File: src/rtl/cam_if.sv
// Bus bundle for cam_reader: write/clear port, registered read port and dump stream.
interface cam_if;
  logic       enable;
  logic       write;
  logic       clr;
  logic [4:0] addr;
  logic [7:0] data;
  logic       rd_req;
  logic [4:0] rd_idx;
  logic       rd_valid;
  logic [7:0] rd_data;
  logic       rd_hit;
  logic       dump_start;
  logic       dump_ready;
  logic       dump_valid;
  logic [3:0] dump_idx;
  logic [7:0] dump_data;
  logic       dump_busy;
  logic       dump_done;
  logic [4:0] dump_count;

  modport master (
    output enable, write, clr, addr, data, rd_req, rd_idx, dump_start, dump_ready,
    input  rd_valid, rd_data, rd_hit, dump_valid, dump_idx, dump_data,
           dump_busy, dump_done, dump_count
  );

  modport slave (
    input  enable, write, clr, addr, data, rd_req, rd_idx, dump_start, dump_ready,
    output rd_valid, rd_data, rd_hit, dump_valid, dump_idx, dump_data,
           dump_busy, dump_done, dump_count
  );
endinterface

File: src/rtl/cam_reader.sv
// Small tagged store with a 1-cycle read port and a dump engine that streams
// every valid entry in index order over a valid/ready handshake.
module cam_reader #(
  parameter int NB_MEM = 16
) (
  input logic  clk,
  input logic  rst,
  cam_if.slave bus
);
  localparam int DATA_W = 8;
  localparam int IDX_W  = $clog2(NB_MEM);
  localparam int CNT_W  = 5;
  localparam logic [IDX_W-1:0] LAST_IDX = IDX_W'(NB_MEM - 1);
  localparam logic [CNT_W-1:0] CNT_MAX  = CNT_W'(NB_MEM);

  typedef enum logic [1:0] {IDLE, SCAN, SEND, DONE} state_t;

  logic [DATA_W-1:0] mem [NB_MEM];
  logic [NB_MEM-1:0] vld;

  logic [IDX_W-1:0] wr_sel;
  logic [IDX_W-1:0] rd_sel;
  logic             unused_idx_msb;

  logic              rd_vld_p1;
  logic [DATA_W-1:0] rd_data_p1;
  logic              rd_hit_p1;

  state_t            state, state_nxt;
  logic [IDX_W-1:0]  idx, idx_nxt;
  logic [CNT_W-1:0]  cnt, cnt_nxt;
  logic              capture;
  logic [IDX_W-1:0]  dump_idx_p1;
  logic [DATA_W-1:0] dump_data_p1;

  assign wr_sel         = bus.addr[IDX_W-1:0];
  assign rd_sel         = bus.rd_idx[IDX_W-1:0];
  assign unused_idx_msb = ^{bus.addr[4], bus.rd_idx[4]};

  function automatic logic [CNT_W-1:0] sat_inc(input logic [CNT_W-1:0] v);
    return (v == CNT_MAX) ? v : v + 1'b1;
  endfunction

  always_ff @(posedge clk or posedge rst) begin
    if (rst) begin
      for (int i = 0; i < NB_MEM; i++) mem[i] <= '0;
      vld <= '0;
    end else if (bus.enable) begin
      if (bus.write) begin
        mem[wr_sel] <= bus.data;
        vld[wr_sel] <= 1'b1;
      end else if (bus.clr) begin
        vld[wr_sel] <= 1'b0;
      end
    end
  end

  // Read stage p1: samples storage before this edge's write, giving read-before-write.
  always_ff @(posedge clk or posedge rst) begin
    if (rst) begin
      rd_vld_p1  <= 1'b0;
      rd_data_p1 <= '0;
      rd_hit_p1  <= 1'b0;
    end else if (bus.enable) begin
      rd_vld_p1 <= bus.rd_req;
      if (bus.rd_req) begin
        rd_hit_p1  <= vld[rd_sel];
        rd_data_p1 <= vld[rd_sel] ? mem[rd_sel] : '0;
      end
    end
  end

  always_comb begin
    state_nxt = state;
    idx_nxt   = idx;
    cnt_nxt   = cnt;
    capture   = 1'b0;
    case (state)
      IDLE: begin
        if (bus.dump_start) begin
          state_nxt = SCAN;
          idx_nxt   = '0;
          cnt_nxt   = '0;
        end
      end
      SCAN: begin
        if (vld[idx]) begin
          state_nxt = SEND;
          capture   = 1'b1;
        end else if (idx == LAST_IDX) begin
          state_nxt = DONE;
        end else begin
          idx_nxt = idx + 1'b1;
        end
      end
      SEND: begin
        if (bus.dump_ready) begin
          cnt_nxt = sat_inc(cnt);
          if (idx == LAST_IDX) begin
            state_nxt = DONE;
          end else begin
            idx_nxt   = idx + 1'b1;
            state_nxt = SCAN;
          end
        end
      end
      DONE:    state_nxt = IDLE;
      default: state_nxt = IDLE;
    endcase
  end

  // Dump stage p1: the beat is frozen on entry to SEND so later writes cannot disturb it.
  always_ff @(posedge clk or posedge rst) begin
    if (rst) begin
      state        <= IDLE;
      idx          <= '0;
      cnt          <= '0;
      dump_idx_p1  <= '0;
      dump_data_p1 <= '0;
    end else if (bus.enable) begin
      state <= state_nxt;
      idx   <= idx_nxt;
      cnt   <= cnt_nxt;
      if (capture) begin
        dump_idx_p1  <= idx;
        dump_data_p1 <= mem[idx];
      end
    end
  end

  assign bus.rd_valid   = rd_vld_p1;
  assign bus.rd_data    = rd_data_p1;
  assign bus.rd_hit     = rd_hit_p1;
  assign bus.dump_valid = (state == SEND);
  assign bus.dump_idx   = dump_idx_p1;
  assign bus.dump_data  = dump_data_p1;
  assign bus.dump_busy  = (state != IDLE);
  assign bus.dump_done  = (state == DONE);
  assign bus.dump_count = cnt;
endmodule
File: src/flat_wrapper.sv
// flat-port wrapper written by rule: the top's interface ports become plain ports
module cam_reader_flat 
#(
  parameter int NB_MEM = 16
)
  (clk, rst, bus_enable, bus_write, bus_clr, bus_addr, bus_data, bus_rd_req, bus_rd_idx, bus_dump_start, bus_dump_ready, bus_rd_valid, bus_rd_data, bus_rd_hit, bus_dump_valid, bus_dump_idx, bus_dump_data, bus_dump_busy, bus_dump_done, bus_dump_count);
  cam_if bus_i ();
  input logic clk;
  input logic rst;
  input wire logic [$bits(bus_i.enable)-1:0] bus_enable;
  input wire logic [$bits(bus_i.write)-1:0] bus_write;
  input wire logic [$bits(bus_i.clr)-1:0] bus_clr;
  input wire logic [$bits(bus_i.addr)-1:0] bus_addr;
  input wire logic [$bits(bus_i.data)-1:0] bus_data;
  input wire logic [$bits(bus_i.rd_req)-1:0] bus_rd_req;
  input wire logic [$bits(bus_i.rd_idx)-1:0] bus_rd_idx;
  input wire logic [$bits(bus_i.dump_start)-1:0] bus_dump_start;
  input wire logic [$bits(bus_i.dump_ready)-1:0] bus_dump_ready;
  output wire logic [$bits(bus_i.rd_valid)-1:0] bus_rd_valid;
  output wire logic [$bits(bus_i.rd_data)-1:0] bus_rd_data;
  output wire logic [$bits(bus_i.rd_hit)-1:0] bus_rd_hit;
  output wire logic [$bits(bus_i.dump_valid)-1:0] bus_dump_valid;
  output wire logic [$bits(bus_i.dump_idx)-1:0] bus_dump_idx;
  output wire logic [$bits(bus_i.dump_data)-1:0] bus_dump_data;
  output wire logic [$bits(bus_i.dump_busy)-1:0] bus_dump_busy;
  output wire logic [$bits(bus_i.dump_done)-1:0] bus_dump_done;
  output wire logic [$bits(bus_i.dump_count)-1:0] bus_dump_count;
  assign bus_i.enable = bus_enable;
  assign bus_i.write = bus_write;
  assign bus_i.clr = bus_clr;
  assign bus_i.addr = bus_addr;
  assign bus_i.data = bus_data;
  assign bus_i.rd_req = bus_rd_req;
  assign bus_i.rd_idx = bus_rd_idx;
  assign bus_i.dump_start = bus_dump_start;
  assign bus_i.dump_ready = bus_dump_ready;
  assign bus_rd_valid = bus_i.rd_valid;
  assign bus_rd_data = bus_i.rd_data;
  assign bus_rd_hit = bus_i.rd_hit;
  assign bus_dump_valid = bus_i.dump_valid;
  assign bus_dump_idx = bus_i.dump_idx;
  assign bus_dump_data = bus_i.dump_data;
  assign bus_dump_busy = bus_i.dump_busy;
  assign bus_dump_done = bus_i.dump_done;
  assign bus_dump_count = bus_i.dump_count;
  cam_reader #(.NB_MEM(NB_MEM)) u_core (.clk(clk), .rst(rst), .bus(bus_i));
endmodule
File: config.mk
export PLATFORM = sky130hd
export DESIGN_NAME = cam_reader_flat
export DESIGN_NICKNAME = d
export VERILOG_FILES = /design/src/rtl/cam_if.sv /design/src/rtl/cam_reader.sv /design/src/flat_wrapper.sv
export SDC_FILE = /design/constraint.sdc
export NUM_CORES = 1
export LEC_CHECK = 0
export CAP_MARGIN = 10
export CELL_PAD_IN_SITES_DETAIL_PLACEMENT = 1
export CELL_PAD_IN_SITES_GLOBAL_PLACEMENT = 1
export CORE_MARGIN = 2
export CORE_UTILIZATION = 36
export DETAILED_ROUTE_END_ITERATION = 10
export GPL_TIMING_DRIVEN = 0
export PLACE_DENSITY = 0.7
export SLEW_MARGIN = 5
export SYNTH_ARGS = -nofsm -noshare
export SYNTH_HDL_FRONTEND = slang
export SYNTH_SLANG_ARGS = --single-unit
File: constraint.sdc
create_clock -name clk -period 8.9 [get_ports clk]
set_input_delay 2.67 -clock clk [delete_from_list [all_inputs] [get_ports clk]]
set_output_delay 2.67 -clock clk [all_outputs]
set_load 0.01 [all_outputs]
After elaboration in Yosys (flattened, before gate mapping)
Index checks and enable logic that the tools add are counted.
W data, S select, Z words.
- $add $sub $neg: 2
- magnitude comparators: 8
- eq/ne operators: 10
- muxes and demuxes: 35
- bitwise gates (word level): 6
- reductions and logical operators: 14
- operators with widths (operator ; count):
    $bwmux W128 ; 1
    $bmux W8 S4 ; 2
    $mux W8 ; 6
    $demux W8 S4 ; 1
    $mux W16 ; 2
    $and A16 B16 Y16 ; 1
    $mux W4 ; 4
    $not A16 Y16 ; 1
    $or A16 B16 Y16 ; 1
    $ge A5 B5 Y1 const B ; 3
    $lt A4 B5 Y1 const B ; 3
    $mux W5 ; 3
    $not A4 Y5 ; 3
    $pmux W4 S3 ; 1
    $mux W2 ; 5
    $pmux W5 S2 ; 1
    $reduce_and A5 Y1 ; 2
    $bmux W1 S4 ; 2
    $ne A2 B2 Y1 const B ; 4
    $pmux W2 S4 ; 1
    $reduce_and A2 Y1 ; 4
    $reduce_bool A2 Y1 ; 3
    $add A5 B1 Y5 const B ; 1
    $eq A5 B5 Y1 const B ; 1
    other kinds (13) ; 19
- flip-flop bits (word level): 177
- bits of input ports: 26
- output and inout bits: 30
- logic and storage cells: 100

Depth between registers and ports, before layout
- depth after elaboration: 8
- gate-level depth with buffers: 7
- depth with buffers taken out: 6

Worst setup path before layout
Ideal clock, no wire load.
- path kind: input -> register
- start point: in bus_rd_idx[0]
- end point: reg u_core.rd_data_p1[4] (netlist: u_core.bus.rd_data[4])
- library setup time: 0.130 ns
- arrival time: 4.052 ns
- required time: 8.770 ns
- setup slack: 4.718 ns
- stages: 6
- path buffers: 2
- cell sequence: buf_2 buf_2 mux4_2 mux2i_1 mux2_2 o31ai_1
- longest elaborated chain between the ends: 5
- elaborated cells on any way between the ends: 7
- classes of those cells: 6 x mux; 1 x bitwise
- RTL lines (element ; line ; RTL):
    from (decl) ; flat_wrapper.sv:16 ; input wire logic [$bits(bus_i.rd_idx)-1:0] bus_rd_idx;
    $not A4 Y5 (implied by the code) ; cam_reader.sv:68 ; rd_data_p1 <= vld[rd_sel] ? mem[rd_sel] : '0;
    $bmux W8 S4 ; cam_reader.sv:68 ;
    $mux W8 (implied by the code) (2 in series) ; cam_reader.sv:68 ;
    $mux W8 (*) ; cam_reader.sv:68 ;
    to (signal assigned) ; cam_reader.sv:68 ;
    to (decl) ; cam_reader.sv:26 ; logic [DATA_W-1:0] rd_data_p1;
Every way passes the cells marked *; elsewhere a longest branch is shown, timed or not. The select of a mux whose other input is x is not followed.
A chain may end at the register's enable or synchronous reset.

Worst setup path after layout
- start point: in bus_addr[1]
- end point: reg u_core.mem[40] in the netlist's numbering
- longest elaborated chain between the ends: 6
- elaborated cells on any way between the ends: 7
- classes of those cells: 2 x order compare; 3 x mux; 1 x bitwise; 1 x reduce/logical
- RTL lines (element ; line ; RTL):
    from (decl) ; flat_wrapper.sv:13 ; input wire logic [$bits(bus_i.addr)-1:0] bus_addr;
    $not A4 Y5 (implied by the code) (*) ; cam_reader.sv:50 ; mem[wr_sel] <= bus.data;
    $ge A5 B5 Y1 (implied by the code) / $lt A5 B1 Y1 (equally long branches) ; cam_reader.sv:50 ;
    $logic_and A1 B1 Y1 (implied by the code) ; cam_reader.sv:50 ;
    $mux W8 (implied by the code) ; cam_reader.sv:50 ;
    $demux W8 S4 (*) ; cam_reader.sv:50 ;
    $bwmux W128 (*) ; cam_reader.sv:50 ;
    to (signal, indexed assignment) ; cam_reader.sv:50 ;
    to (decl) ; cam_reader.sv:18 ; logic [DATA_W-1:0] mem [NB_MEM];
Every way passes the cells marked *; elsewhere a longest branch is shown, timed or not.

==> impl_results.md <==
* Status: finished, final reports clean
* CTS H-tree lvls at 4
* Longest Clk Path Bufs at 2
* Layout cells sized above 1 at around 33%
* Final hold viol count at 0
* Final ANT Viol Nets at 0
* Vias in the first global route at ~6600
* Die width at approximately 160 µm
* Multi-input logic area at about 4600 µm²
* Startpoint types: input pin
* Hold Crit Class: flip-flop to flip-flop
* Setup_tns at 0 ns
* CTS sink count at approximately 180
* Skew final at about 0.0094 ns
* Peak supply drop at about 0.00014 V
* Synth Warn # at 0
* Worst EP arrival at ~5.3 ns
* Via density at 5.79
* Clock buffer count from CTS at 17
* # Post-CTS Setup Buffers at 0
* Crit-path max FO at 8
* Count of input and output buffers at between 40 and 50
* Slew HR at under 10%
* Design area at ~11000 µm²
* Top Ports at between 50 and 60
* Yosys top cell by area: dfrtp_1
* WHS at approximately 0.48 ns
* Max Cap Viol at 0
* Final Max Tran Viols at 0
* Post-synth top area share at between 40% and 50%
* Die ar. at ~27000 µm²
* Final nets at around 730
* Sequential share of the synthesized area at 48.1%
* Type of the worst setup path: input pin to flip-flop
* Initial antenna violation count at 0
* Number of synthesized register bits at between 150 and 200
* Synth area leaders: dfrtp_1 48%, mux4_2 19%, mux2_2 13%
* CTS tree: yes
* P per Cell Area at approximately 260 nW/µm²
* Post-CTS Hold Buffers at 0
* Critical path endpoint category: flip-flop
* Largest net degree at the start of global routing at 136
* Fin cells at between 1000 and 1500
* RSZ-0062 raised after global routing: false
* Post-Place Cell Area at a little over 10000 µm²
* Placer Congestion at 0.797
* Sequential cell area at between 4000 and 5000 µm²
* Antenna fix cells at 0
* Final Critical Period at between 4 and 5 ns
* # rows at 58
* DRC at 0
* Grt ovf at 0
* Mapped Cells at between 600 and 700
* Overall Global Routing Usage at 20.9%
* Synthesized Nets at around 660
* Final cycle utilization of the critical path at ~56%
* Max Clock Freq at between 200 and 250 MHz
* Avg Synthesized Cell Area at around 15 µm²
* Worst-Margin Slew at between 1 and 1.5 ns
* Data required time of the worst path at 9.21 ns
* Leak pwr at approximately 4.5 nW
* Area growth, synth to finish at 16.8%
* Fillcell total at 2531
* Drt initial violations at 550
* Drt first pass iters at 5
* Layout Utilization at around 43%
* Dpl hpwl at approximately 18 mm
* Root buf cell: clkbuf_16
* Dpl cells at 1002
* Die height at around 160 µm
* Total Wirelength at 26.7 mm
* Initial Util at a little over a third
* First-pass GRT wire length at 40.8 mm
* Synthesized cell area at ~9200 µm²
* Synth unique cells at 40
* Setup-violating endpoint count in the final report at 0
* Worst-Skew Late Latency at 0.43 ns
* WL/cell at ~26 µm
* CTS-repair resized insts at 0
* Total via count in the routed design at between 5000 and 6000
* Core Region at roughly 25000 µm²
* CTS clk-pin slew, worst paths at about 0.070 ns
[layout make-up]
class	count	area share, %
Multi-Input combinational cell	393	42.3
Sequential cell	177	41.1
Timing Repair Buffer	50	4.83
Clock buffer	24	4.47
Tap cell	330	3.83
Buffer	40	1.64
Clock inverter	8	1.19
Inverter	14	0.558
[registers in the layout, indices dropped and copies added, names as in the netlist, named ones only]
name	count
u_core.bus.dump_count	5
u_core.bus.dump_data	8
u_core.bus.dump_idx	4
u_core.bus.rd_data	8
u_core.bus.rd_hit	1
u_core.bus.rd_valid	1
u_core.idx	4
u_core.mem	128
u_core.state	2
[worst max-delay path: stages]
cell and delay (ns):
clkdlybuf4s50_1 0.61, nor2b_1 0.25, nand3_1 0.21, nor2_1 1.08, mux2_2 0.43
[synth_stat cells, drive strengths merged]
master / instances
a221oi: 1
buf: 16
nand2: 24
and4: 1
nor3: 1
nor2: 18
and3: 2
a21oi: 3
a211oi: 1
a32o: 1
o2111a: 2
o31ai: 8
nor2b: 3
o21ai: 32
nor3b: 1
dfrtp: 177
o211ai: 2
a41oi: 2
mux4: 81
nand2b: 5
nand4: 7
a22o: 1
nand3: 13
a21boi: 2
or4: 1
a221o: 1
ha: 8
mux2: 151
clkbuf: 24
o2bb2ai: 1
or2: 1
mux2i: 19
inv: 14
[cells in the final DEF (no fill, tap or decap), types with 9 or more instances in the layout]
master and n:
mux2_1 42, nor2_1 18, clkdlybuf4s50_1 47, nand3_1 12, mux2i_1 19, inv_1 12
dfrtp_1 177, mux2_2 109, clkbuf_1 28, mux4_2 78, o21ai_0 32, buf_2 9
nand2_1 24, clkbuf_16 17
[path summary, 6_finish.rpt]
path                       cells after the start                       to  slack, ns                  start
max                                            5           u_core.mem[40]       3.95            bus_addr[1]
min                                            2    u_core.bus.rd_data[0]       0.48  u_core.bus.rd_data[0]
max reg2reg                                    5  u_core.bus.dump_data[5]       6.03          u_core.idx[2]
min reg2reg                                    2    u_core.bus.rd_data[0]       0.48  u_core.bus.rd_data[0]
max in group asynchronous                      3    u_core.bus.rd_data[4]       5.28                    rst
min in group asynchronous                      2           u_core.mem[24]       2.63                    rst
[per-layer routing]
layer	share of wire, %	global-route usage [%]	vias up
met3	4.8	4.29	35
met5	0	0	-
met1	41	26.2	3243
met2	52	36.3	185
li1	-	-	2535
met4	1.7	6.78	0
[logic make-up after synthesis]
| kind of cell | after synthesis | synth area share, % |
|---|---|---|
| flip-flops | 177 | 48.1 |
| buffers and inverters | 54 | 2.48 |
| AND/OR/NAND/NOR | 77 | 4.00 |
| AO/OA/AOI/OAI | 57 | 3.94 |
| adder cells (fa/ha/maj) | 8 | 1.09 |
| multiplexers | 251 | 40.4 |
[where the power goes]
part | internal (mW) | switching (mW)
clock network | 0.465 | 0.318
registers | 0.983 | 0.142
logic | 0.494 | 0.414
[per-stage QoR]
step,total power [mW],setup slack (ns)
after floorplan,1.71,1.43
after global placement,1.98,-0.665
after detailed placement,2.05,3.57
after CTS,2.84,4.01
after global routing,2.96,3.91
final,2.82,3.95
No activity file was read; power rests on OpenSTA's default activity.
